<file path="src/rtl/async_evt_pkg.sv">
// Shared types for the async event arbiter: FSM state encoding and index-width helper.
package async_evt_pkg;

    typedef enum logic [1:0] {
        INIT,
        IDLE,
        OFFER
    } state_e;

    function automatic int ch_idx_w(input int n);
        return $clog2(n);
    endfunction

endpackage

</file>
<file path="src/rtl/async_event_arbiter_evt_rr_pick.sv">
// Combinational round-robin picker: first requester strictly after `last`, wrapping to 0.
module evt_rr_pick
    import async_evt_pkg::*;
#(
    parameter int NUM_CH = 4,
    parameter int IDX_W  = ch_idx_w(NUM_CH)
) (
    input  logic [NUM_CH-1:0] req,
    input  logic [IDX_W-1:0]  last,
    output logic [IDX_W-1:0]  grant,
    output logic              any
);

    always_comb begin
        logic [IDX_W:0]   sum;
        logic [IDX_W-1:0] cand;
        // NOTE: every output gets a default before the loop so no path leaves it unassigned (no latch).
        grant = '0;
        any   = 1'b0;
        for (int i = 1; i <= NUM_CH; i++) begin
            sum = {1'b0, last} + (IDX_W+1)'(i);
            if (sum >= (IDX_W+1)'(NUM_CH)) begin
                sum = sum - (IDX_W+1)'(NUM_CH);
            end
            cand = sum[IDX_W-1:0];
            if (!any && req[cand]) begin
                grant = cand;
                any   = 1'b1;
            end
        end
    end

endmodule

</file>
<file path="src/rtl/async_event_arbiter.sv">
// Synchronises NUM_CH async levels, latches their edges and serialises them round-robin
// onto a valid/ready port. Optional per-event timestamps: define ASYNC_EVT_TIMESTAMP_EN.
module async_event_arbiter
    import async_evt_pkg::*;
#(
    parameter int NUM_CH      = 4,
    parameter int SYNC_STAGES = 2,
    parameter int TS_W        = 16
) (
    input  logic                          clk,
    input  logic                          rst,
    input  logic [NUM_CH-1:0]             sig_a,
    input  logic [NUM_CH-1:0]             ch_en,
    output logic                          evt_valid,
    input  logic                          evt_ready,
    output logic [ch_idx_w(NUM_CH)-1:0]   evt_id,
    output logic                          evt_pol,
    output logic [NUM_CH-1:0]             overflow,
`ifdef ASYNC_EVT_TIMESTAMP_EN
    output logic [TS_W-1:0]               evt_ts,
`endif
    input  logic [NUM_CH-1:0]             ovf_clr
);

    localparam int IDX_W  = ch_idx_w(NUM_CH);
    localparam int INIT_W = $clog2(SYNC_STAGES);

    if (NUM_CH < 2 || NUM_CH > 16 || SYNC_STAGES < 2 || TS_W < 1) begin : g_bad_param
        $error("async_event_arbiter: parameter out of range");
    end

    state_e                               state_q, state_d;
    logic [INIT_W-1:0]                    init_cnt_q, init_cnt_d;
    logic [NUM_CH-1:0][SYNC_STAGES-1:0]   sync_q, sync_d;
    logic [NUM_CH-1:0]                    pending_q, pending_d;
    logic [NUM_CH-1:0]                    pend_pol_q, pend_pol_d;
    logic [NUM_CH-1:0]                    overflow_q, overflow_d;
    logic                                 evt_valid_q, evt_valid_d;
    logic [IDX_W-1:0]                     evt_id_q, evt_id_d;
    logic                                 evt_pol_q, evt_pol_d;
    logic [IDX_W-1:0]                     last_q, last_d;

    logic [NUM_CH-1:0] edge_v, pol_v, clr_v, ovf_set;
    logic              handshake;
    logic [IDX_W-1:0]  pick_grant;
    logic              pick_any;

`ifdef ASYNC_EVT_TIMESTAMP_EN
    logic [TS_W-1:0]              ts_cnt_q, ts_cnt_d;
    logic [NUM_CH-1:0][TS_W-1:0]  ch_ts_q, ch_ts_d;
    logic [TS_W-1:0]              evt_ts_q, evt_ts_d;
`endif

    evt_rr_pick #(
        .NUM_CH (NUM_CH),
        .IDX_W  (IDX_W)
    ) u_pick (
        .req   (pending_q),
        .last  (last_q),
        .grant (pick_grant),
        .any   (pick_any)
    );

    assign handshake = (state_q == OFFER) && evt_valid_q && evt_ready;

    // Synchroniser shift, edge detection and pending/overflow bookkeeping.
    always_comb begin
        sync_d     = sync_q;
        pending_d  = pending_q;
        pend_pol_d = pend_pol_q;
        edge_v     = '0;
        pol_v      = '0;
        clr_v      = '0;
        ovf_set    = '0;
`ifdef ASYNC_EVT_TIMESTAMP_EN
        ts_cnt_d   = ts_cnt_q + TS_W'(1);
        ch_ts_d    = ch_ts_q;
`endif
        if (handshake) begin
            clr_v[evt_id_q] = 1'b1;
        end
        for (int c = 0; c < NUM_CH; c++) begin
            sync_d[c] = {sync_q[c][SYNC_STAGES-2:0], sig_a[c]};
            pol_v[c]  = sync_q[c][SYNC_STAGES-2];
            edge_v[c] = ch_en[c] && (state_q != INIT)
                        && (sync_q[c][SYNC_STAGES-1] ^ sync_q[c][SYNC_STAGES-2]);
            if (edge_v[c]) begin
                // A channel being drained this cycle takes the new edge instead of overflowing.
                if (pending_q[c] && !clr_v[c]) begin
                    ovf_set[c] = 1'b1;
                end else begin
                    pending_d[c]  = 1'b1;
                    pend_pol_d[c] = pol_v[c];
`ifdef ASYNC_EVT_TIMESTAMP_EN
                    ch_ts_d[c]    = ts_cnt_q;
`endif
                end
            end else if (clr_v[c]) begin
                pending_d[c] = 1'b0;
            end
        end
        overflow_d = (overflow_q & ~ovf_clr) | ovf_set;
    end

    always_comb begin
        state_d     = state_q;
        init_cnt_d  = init_cnt_q;
        evt_valid_d = evt_valid_q;
        evt_id_d    = evt_id_q;
        evt_pol_d   = evt_pol_q;
        last_d      = last_q;
`ifdef ASYNC_EVT_TIMESTAMP_EN
        evt_ts_d    = evt_ts_q;
`endif
        unique case (state_q)
            INIT: begin
                init_cnt_d = init_cnt_q + INIT_W'(1);
                if (init_cnt_q == INIT_W'(SYNC_STAGES - 1)) begin
                    state_d = IDLE;
                end
            end
            IDLE: begin
                if (pick_any) begin
                    evt_id_d    = pick_grant;
                    evt_pol_d   = pend_pol_q[pick_grant];
`ifdef ASYNC_EVT_TIMESTAMP_EN
                    evt_ts_d    = ch_ts_q[pick_grant];
`endif
                    evt_valid_d = 1'b1;
                    state_d     = OFFER;
                end
            end
            OFFER: begin
                if (handshake) begin
                    last_d      = evt_id_q;
                    evt_valid_d = 1'b0;
                    state_d     = IDLE;
                end
            end
            default: state_d = INIT;
        endcase
    end

    always_ff @(posedge clk or posedge rst) begin
        if (rst) begin
            state_q     <= INIT;
            init_cnt_q  <= '0;
            sync_q      <= '0;
            pending_q   <= '0;
            pend_pol_q  <= '0;
            overflow_q  <= '0;
            evt_valid_q <= 1'b0;
            evt_id_q    <= '0;
            evt_pol_q   <= 1'b0;
            last_q      <= IDX_W'(NUM_CH - 1);
`ifdef ASYNC_EVT_TIMESTAMP_EN
            ts_cnt_q    <= '0;
            ch_ts_q     <= '0;
            evt_ts_q    <= '0;
`endif
        end else begin
            // NOTE: non-blocking updates so every flop samples the pre-edge values of the others.
            state_q     <= state_d;
            init_cnt_q  <= init_cnt_d;
            sync_q      <= sync_d;
            pending_q   <= pending_d;
            pend_pol_q  <= pend_pol_d;
            overflow_q  <= overflow_d;
            evt_valid_q <= evt_valid_d;
            evt_id_q    <= evt_id_d;
            evt_pol_q   <= evt_pol_d;
            last_q      <= last_d;
`ifdef ASYNC_EVT_TIMESTAMP_EN
            ts_cnt_q    <= ts_cnt_d;
            ch_ts_q     <= ch_ts_d;
            evt_ts_q    <= evt_ts_d;
`endif
        end
    end

    assign evt_valid = evt_valid_q;
    assign evt_id    = evt_id_q;
    assign evt_pol   = evt_pol_q;
    assign overflow  = overflow_q;
`ifdef ASYNC_EVT_TIMESTAMP_EN
    assign evt_ts    = evt_ts_q;
`endif

endmodule
</file>
<file path="config.mk">
export PLATFORM = sky130hd
export DESIGN_NAME = async_event_arbiter
export DESIGN_NICKNAME = d
export VERILOG_FILES = /design/src/rtl/async_evt_pkg.sv /design/src/rtl/async_event_arbiter_evt_rr_pick.sv /design/src/rtl/async_event_arbiter.sv
export SDC_FILE = /design/constraint.sdc
export NUM_CORES = 1
export LEC_CHECK = 0
export CAP_MARGIN = 25
export CORE_UTILIZATION = 50
export DETAILED_ROUTE_END_ITERATION = 7
export HOLD_SLACK_MARGIN = 0.15
export PLACE_DENSITY_LB_ADDON = 0.2
export SLEW_MARGIN = 20
export SYNTH_ARGS = -nofsm -noshare
export SYNTH_HDL_FRONTEND = slang
export SYNTH_SLANG_ARGS = --single-unit
</file>
<file path="constraint.sdc">
create_clock -name clk -period 2.3 [get_ports clk]
set_clock_uncertainty 0.2 [all_clocks]
set_input_delay 0.23 -clock clk [delete_from_list [all_inputs] [get_ports clk]]
set_output_delay 0.23 -clock clk [all_outputs]
set_load 0.02 [all_outputs]
</file>
==> flow_summary.json <==
{
  "yosys.area.top_type": "dfrtp_1",
  "cts_tree": "done",
  "dieArea_um2": 2714,
  "power.density_nw_per_um2": 1214,
  "hold_viol": 0,
  "fin_tns_setup_ns": 0,
  "grt_max_degree": 30,
  "fin_crit_sh_pct": 89.15,
  "crit_fanout": 8,
  "first_pass_iters": 4,
  "grt_pass1_vias": 905,
  "route.detailed.drc": 0,
  "synth_top_family_by_area": "simple AND/OR/NAND/NOR gates",
  "r2r-start": "last_q[1]",
  "regArea_um2": 728.2,
  "num_io_pins": 23,
  "peakVddDrop_v": 0.0009370,
  "drive_gt1_share_pct": 12.68,
  "async_flop_share_pct": 100.0,
  "fillers": 165,
  "yosys-top-cells-area": "dfrtp_1, dfstp_2, nand2_1",
  "worst_setup_path_start_kind": "flip-flop",
  "multi_input_area_um2": 484.2,
  "synth_edf_count": 0,
  "cp_data_arrival_time_ns": 2.05,
  "finalHoldWorstSlack_ns": 0.2206,
  "cts_max_level": 2,
  "antenna_found_initial": 0,
  "clk_pin_slew_ns": 0.09,
  "period_needed_ns": 2.050,
  "synth-xor-area-share_pct": 3.490,
  "synth_top_area_share_pct": 53.84,
  "floorplan.initialDensity_pct": 54.63,
  "wl_per_cell_um": 14.42,
  "synthDistinctLibCells": 36,
  "cellLeakagePower_nw": 0.7157,
  "drt_iter0_drc": 14,
  "drv_cap": 0,
  "cp-startpoint": "last_q[1]",
  "nets": 157,
  "cts_buffers": 5,
  "area_growth_pct": 28.61,
  "hp-class": "flip-flop to flip-flop",
  "holdBufCountCts": 5,
  "min_from": "pol_v[0]",
  "synthSimpleGateAreaFrac_pct": 16.85,
  "grt_pass1_wl_mm": 4.098,
  "grt_usage_pct": 22.15,
  "r2r_slack_ns": 0.25,
  "hpwl_mm": 1.727,
  "endpoint_kind": "flip-flop",
  "synth_adder_area_share_pct": 0,
  "finalWirelength_mm": 2.452,
  "seq_area_frac_synth_pct": 58.03,
  "netlist_instances": 109,
  "gp_congestion": 0.8578,
  "die_y_um": 52.10,
  "grt-ovfl-total": 0,
  "cts_resized": 0,
  "synth_most_common_cell": "dfrtp_1",
  "yosysWarningCount": 0,
  "synth_compound_area_share_pct": 10.77,
  "n_antenna_cell": 0,
  "utilization_pct": 70.26,
  "path_class": "flip-flop to flip-flop",
  "viasPerCell": 5.400,
  "synth_seq_cells": 29,
  "cts_setup_buffers": 0,
  "route.vias.total": 918,
  "outcome": "finished clean",
  "muxShareOfSynthArea_pct": 7.478,
  "clockBufferDepth": 2,
  "finalSetupViolCount": 0,
  "core_um2": 2297,
  "yosys_most_used_dff": "dfrtp_1",
  "clk_latency_ns": 0.31,
  "synth_nets": 124,
  "drv_slew": 0,
  "rsz0062_at_grt": "false",
  "syn_area_per_cell_um2": 11.51,
  "cts_root_buf": "clkbuf_4",
  "synthTopCellsByCount": "dfrtp_1, nand2_1, inv_1, nand2b_1, nand3_1",
  "die_x_um": 52.10,
  "cp.required_ns": 2.30,
  "clock-sinks": 29,
  "worstMarginPinSlew_ns": 0.4693,
  "portBuffers": 22,
  "clock.fmax_ghz": 0.4877,
  "final_antenna_net_count": 0,
  "relSlewSlack_pct": 68.42,
  "netlist_area_um2": 1255,
  "num_rows": 17
}
[layout make-up]
class	instances	area share, %
flip-flops and latches	29	45.12
multi-input cells	70	30.00
repair buffers	29	17.67
clock buffers	7	3.411
well taps	28	2.171
inverters	7	1.628
[state kept, by name, indices dropped and copies added (netlist names)]
register and count:
state_q 2, overflow 4, pend_pol_q 4, evt_pol 1, pol_v 4, init_cnt_q 1
evt_valid 1, sync_q 4, last_q 2, pending_q 4, evt_id 2
[metrics by stage]
stage / setup slack, ns / area [µm²] / cells / power [W]
final: 0.2496 / 1614 / 170 / 0.001959
after global routing: 0.1500 / 1614 / 170 / 0.002084
after CTS: 0.2478 / 1614 / 170 / 0.001969
after detailed placement: 0.1191 / 1509 / 158 / 0.001649
after global placement: 0.1996 / 1509 / 158 / 0.001606
after floorplan: 0.3315 / 1255 / 109 / 0.001376
[worst max-delay path, cell delays in order (launching register included)]
cell and delay [ns]:
dfstp_2 0.61, mux2i_1 0.19, or2_0 0.12, o221a_2 0.22, mux2_4 0.31, a221o_1 0.30
[logic make-up (layout without fill, tap and decap cells)]
group | count (synthesis) | after routing
flops | 29 | 29
xor+xnor | 5 | 5
compound gates | 21 | 21
mux | 8 | 8
buf+inv | 10 | 43
simple gates | 36 | 36
[where the power goes]
part	switching [W]	internal (W)	total (W)
Clock	0.000159	0.000144	0.000303
Sequential	0.000191	0.000689	0.000881
Combinational	0.000366	0.000409	0.000775
Total	0.000717	0.00124	0.00196
[worst paths after layout]
kind                             endpoint  cells past startpoint
worst min-delay path            sync_q[1]                      0
worst min register to register  sync_q[1]                      0
worst max-delay path              evt_pol                      5
min in group asynchronous       sync_q[5]                      4
max in group asynchronous       last_q[1]                      4
worst max register to register    evt_pol                      5
[cell usage in the layout, fill, tap and decap left out, types with 3 or more instances in the layout]
cell,n
clkbuf_4,5
o21ai_0,3
a21oi_1,5
o22ai_1,4
clkdlybuf4s50_1,22
nand2b_1,7
mux2i_1,3
nand2_1,12
nand3_1,6
dfrtp_1,27
xor2_1,4
inv_1,7
dlygate4sd3_1,5
[routing by layer]
metal / part of all wire, % / wire length (µm) / global-route usage (%) / up-vias
met4: 2.2 / 53 / 12.16 / 0
met5: 0 / 0 / 0 / -
met2: 50 / 1220 / 35.47 / 18
li1: - / - / - / 442
met1: 45 / 1100 / 26.72 / 454
met3: 3.2 / 78 / 6.140 / 4
No activity file was read; power rests on OpenSTA's default activity.
